===== src/rtl/uart_tx.sv =====
// UART transmitter: 1 start bit, DATA_WIDTH data bits LSB first, 1 stop bit.
// Bit timing is derived from the system clock by an internal divider.
`timescale 1ns/1ps
module uart_tx #(
  parameter int DATA_WIDTH   = 8,
  parameter int CLKS_PER_BIT = 434
) (
  input  logic                  i_clk,
  input  logic                  i_rst,
  input  logic                  i_tx_start,
  input  logic [DATA_WIDTH-1:0] i_data_in,
  output logic                  o_tx_done,
  output logic                  o_tx_data
);

  localparam int CW = $clog2(CLKS_PER_BIT);
  localparam int IW = (DATA_WIDTH > 1) ? $clog2(DATA_WIDTH) : 1;
  localparam logic [CW-1:0] CNT_LAST = CW'(CLKS_PER_BIT - 1);
  localparam logic [IW-1:0] IDX_LAST = IW'(DATA_WIDTH - 1);

  typedef enum logic [1:0] {IDLE, START, DATA, STOP} state_t;

  state_t                state, state_d;
  logic [CW-1:0]         cnt, cnt_d;
  logic [IW-1:0]         idx, idx_d, idx_inc;
  logic [DATA_WIDTH-1:0] shreg, shreg_d;
  logic                  tx, tx_d;
  logic                  done, done_d;

  always_ff @(posedge i_clk) begin
    if (i_rst) begin
      state <= IDLE;
      cnt   <= '0;
      idx   <= '0;
      shreg <= '0;
      tx    <= 1'b1;
      done  <= 1'b0;
    end else begin
      state <= state_d;
      cnt   <= cnt_d;
      idx   <= idx_d;
      shreg <= shreg_d;
      tx    <= tx_d;
      done  <= done_d;
    end
  end

  // Line value is computed for the state being entered so the output stays registered.
  always_comb begin
    state_d = state;
    cnt_d   = cnt;
    idx_d   = idx;
    shreg_d = shreg;
    tx_d    = tx;
    done_d  = 1'b0;
    idx_inc = idx + 1'b1;
    case (state)
      IDLE: begin
        tx_d = 1'b1;
        if (i_tx_start) begin
          shreg_d = i_data_in;
          cnt_d   = '0;
          state_d = START;
          tx_d    = 1'b0;
        end
      end
      START: begin
        if (cnt == CNT_LAST) begin
          cnt_d   = '0;
          idx_d   = '0;
          state_d = DATA;
          tx_d    = shreg[0];
        end else begin
          cnt_d = cnt + 1'b1;
        end
      end
      DATA: begin
        if (cnt == CNT_LAST) begin
          cnt_d = '0;
          if (idx == IDX_LAST) begin
            state_d = STOP;
            tx_d    = 1'b1;
          end else begin
            idx_d = idx_inc;
            tx_d  = shreg[idx_inc];
          end
        end else begin
          cnt_d = cnt + 1'b1;
        end
      end
      STOP: begin
        if (cnt == CNT_LAST) begin
          cnt_d   = '0;
          state_d = IDLE;
          tx_d    = 1'b1;
          done_d  = 1'b1;
        end else begin
          cnt_d = cnt + 1'b1;
        end
      end
      default: begin
        state_d = IDLE;
        tx_d    = 1'b1;
      end
    endcase
  end

  assign o_tx_data = tx;
  assign o_tx_done = done;

endmodule


===== config.mk =====
export PLATFORM = sky130hd
export DESIGN_NAME = uart_tx
export DESIGN_NICKNAME = d
export VERILOG_FILES = /design/src/rtl/uart_tx.sv
export SDC_FILE = /design/constraint.sdc
export NUM_CORES = 1
export LEC_CHECK = 0
export CORE_UTILIZATION = 55
export CTS_CLUSTER_DIAMETER = 100
export DETAILED_ROUTE_END_ITERATION = 12
export PLACE_DENSITY = 0.77
export SYNTH_ARGS = -nofsm -noshare
export SYNTH_HDL_FRONTEND = slang
export SYNTH_SLANG_ARGS = --single-unit

===== constraint.sdc =====
create_clock -name i_clk -period 2.3 [get_ports i_clk]
set_clock_uncertainty 0.1 [all_clocks]
set_input_delay 0.46 -clock i_clk [delete_from_list [all_inputs] [get_ports i_clk]]
set_output_delay 0.46 -clock i_clk [all_outputs]
set_load 0.01 [all_outputs]

==> results_dict.tcl <==
set metrics [dict create \
    postPlaceCellArea_um2 1450 \
    core_um2 2210 \
    avgSynthCellArea_um2 9.10 \
    num_io_pins 13 \
    drive_above_1_share 0.109 \
    grt_pass1_wl_um 4480 \
    crit_arrival_ns 2.10 \
    final_core_util 0.678 \
    cpMaxStageDelayCell "mux4_2" \
    cts_tree "built" \
    ctsResizeCount 0 \
    overflow 0 \
    grtUsageTotal 0.229 \
    antenna_found_initial 0 \
    crit_family "multiplexers" \
    place_congestion 0.826 \
    dpl_worst_slack_ns 0.330 \
    synth_edf_count 0 \
    start_util 0.584 \
    yosysUniqueCellTypes 40 \
    drc 0 \
    whs_path_depth 2 \
    vdd_ir_drop_max_mv 0.476 \
    drv_cap 0 \
    ys_warn_count 0 \
    p_leak_nw 0.575 \
    rsz0062_at_grt "false" \
    power_mw 1.43 \
    setup_viol 0 \
    setup_tns_ns 0 \
    min_period_ns 1.98 \
    die-area_um2 2550 \
    crit_path_cell_trace "ha_1, mux4_2, mux2_2, o21ai_0, a2bb2oi_1" \
    slew_viol_final 0 \
    port_buffers 12 \
    ant_nets 0 \
    num-fill-cells 194 \
    slew_headroom 0.781 \
    dieWidth_um 50.5 \
    met1_usage 0.321 \
    clkTransAtPathRegs_ns 0.14 \
    worstSetupPathType "flop to flop" \
    die_y_um 50.5 \
    tightest_slew_ns 0.328 \
    design_area_um2 1500 \
    fin_ws_ns 0.322 \
    clock_path_buffers 2 \
    clock-root-buffer "clkbuf_4" \
    hold-worst-slack_ns 0.368 \
    post_drt_via_cell_ratio 5.88 \
    drt_iter0_drc 8 \
    syn_nets 162 \
    mappedNetlistArea_um2 1290 \
    cts_max_level 1 \
    totalWireLength_um 2620 \
    final_nets 177 \
    startpoint_type "flop" \
    final_common_cell "dfxtp_1" \
    dp.cells 180 \
    syn_to_final_growth_pct 16.1 \
    cts_sinks 24 \
    p_per_area_nw_per_um2 956 \
    cp_max_fo 4 \
    ys_seq_elements 24 \
    max_freq_ghz 0.506 \
    cp.required_ns 2.42 \
    grt_max_degree 26 \
    period_share 0.860 \
    slowest_delay_ns 0.51 \
    ys.flop_type "dfxtp_1" \
    mostFrequentLayoutCells "dfxtp_1, nand2_1, nand3_1, clkdlybuf4s50_1, a21oi_1" \
    avgRoutedWirePerCell_um 14.2 \
    hold_viol_final 0 \
    status "finished clean" \
    grt_use_met3 0.0273 \
    min_path_type "flop to flop" \
    num_vias 1082 \
    grt_use_met2 0.360 \
    drt-pass1-iter-count 4 \
    clock_latency_ns 0.32 \
    numCtsBuffers 3 \
    reg2regPathDepth 5 \
    row_count 17 \
    stdcell_count 184 \
    regToRegSetupSlack_ns 0.32 \
    critPathBufInv 0 \
    top_usage_layer "met2" \
    cts_setup_buffers 0 \
    dpl.hpwl_um 1890 \
    synth_cells 142 \
    synthArstFlopShare 0 \
    cp.depth 5 \
    antennaDiodeCount 0 \
    cp-end-kind "flop" \
    ys_seq_area_frac 0.372 \
    grt_pass1_vias 1011 \
    ctsHoldBuffers 0 \
]
==> routing by layer <==
metal,vias up,share of wire
li1,549,-
met1,514,0.52
met4,0,0.0065
met2,17,0.45
met5,-,0
met3,2,0.027
==> synthesized netlist by cell type (all sizes together) (2+ instances only) <==
cell type / n / share of area
nor2: 9 / 0.026
mux2: 2 / 0.017
mux4: 2 / 0.035
nor3: 2 / 0.0077
or3: 2 / 0.0097
and2: 3 / 0.016
o21ai: 3 / 0.012
nand2b: 4 / 0.019
a21oi: 12 / 0.058
a311oi: 4 / 0.027
dfxtp: 24 / 0.37
buf: 2 / 0.012
a41oi: 2 / 0.014
inv: 4 / 0.012
nor2b: 4 / 0.019
nand3: 12 / 0.046
mux2i: 5 / 0.039
clkbuf: 4 / 0.012
nand2: 17 / 0.049
ha: 9 / 0.087
a31oi: 3 / 0.015
==> layout make-up <==
class	count	area, um2	share of cell area
clock buffer	3	22.5	0.0150
clock inverter	1	30.0	0.0200
inverter	4	15.0	0.0100
multi-input combinational	108	767	0.511
sequential	24	480	0.320
tap	28	35.0	0.0234
timing repair buffer	16	150	0.100
==> tightest hold or removal path, cell delays in order, from the launching register on <==
cell and delay, ns:
dfxtp_1 0.34, nand2_1 0.05, a21oi_1 0.05
==> cell families after synthesis <==
group,after synthesis,share of synthesized area
buffers and inverters,10,0.0348
multiplexers,9,0.0910
AO/OA/AOI/OAI,32,0.180
adder cells (fa/ha/maj),9,0.0871
AND/OR/NAND/NOR,58,0.235
flip-flops,24,0.372
==> power breakdown <==
| part | internal, mW | total [mW] | switching [mW] |
|---|---|---|---|
| clock | 0.176 | 0.308 | 0.132 |
| combinational | 0.256 | 0.593 | 0.337 |
| sequential | 0.479 | 0.533 | 0.0532 |
==> worst paths after layout <==
kind / startpoint / end
max: idx[0] / o_tx_data
min: shreg[3] / shreg[3]
max reg2reg: idx[0] / o_tx_data
min reg2reg: shreg[3] / shreg[3]
==> sequential cells by signal, summed over array words and instances (netlist names) <==
signal and count:
shreg 8, o_tx_data 1, o_tx_done 1, state 2, cnt 9, idx 3
(Power assumes the default switching activity.)
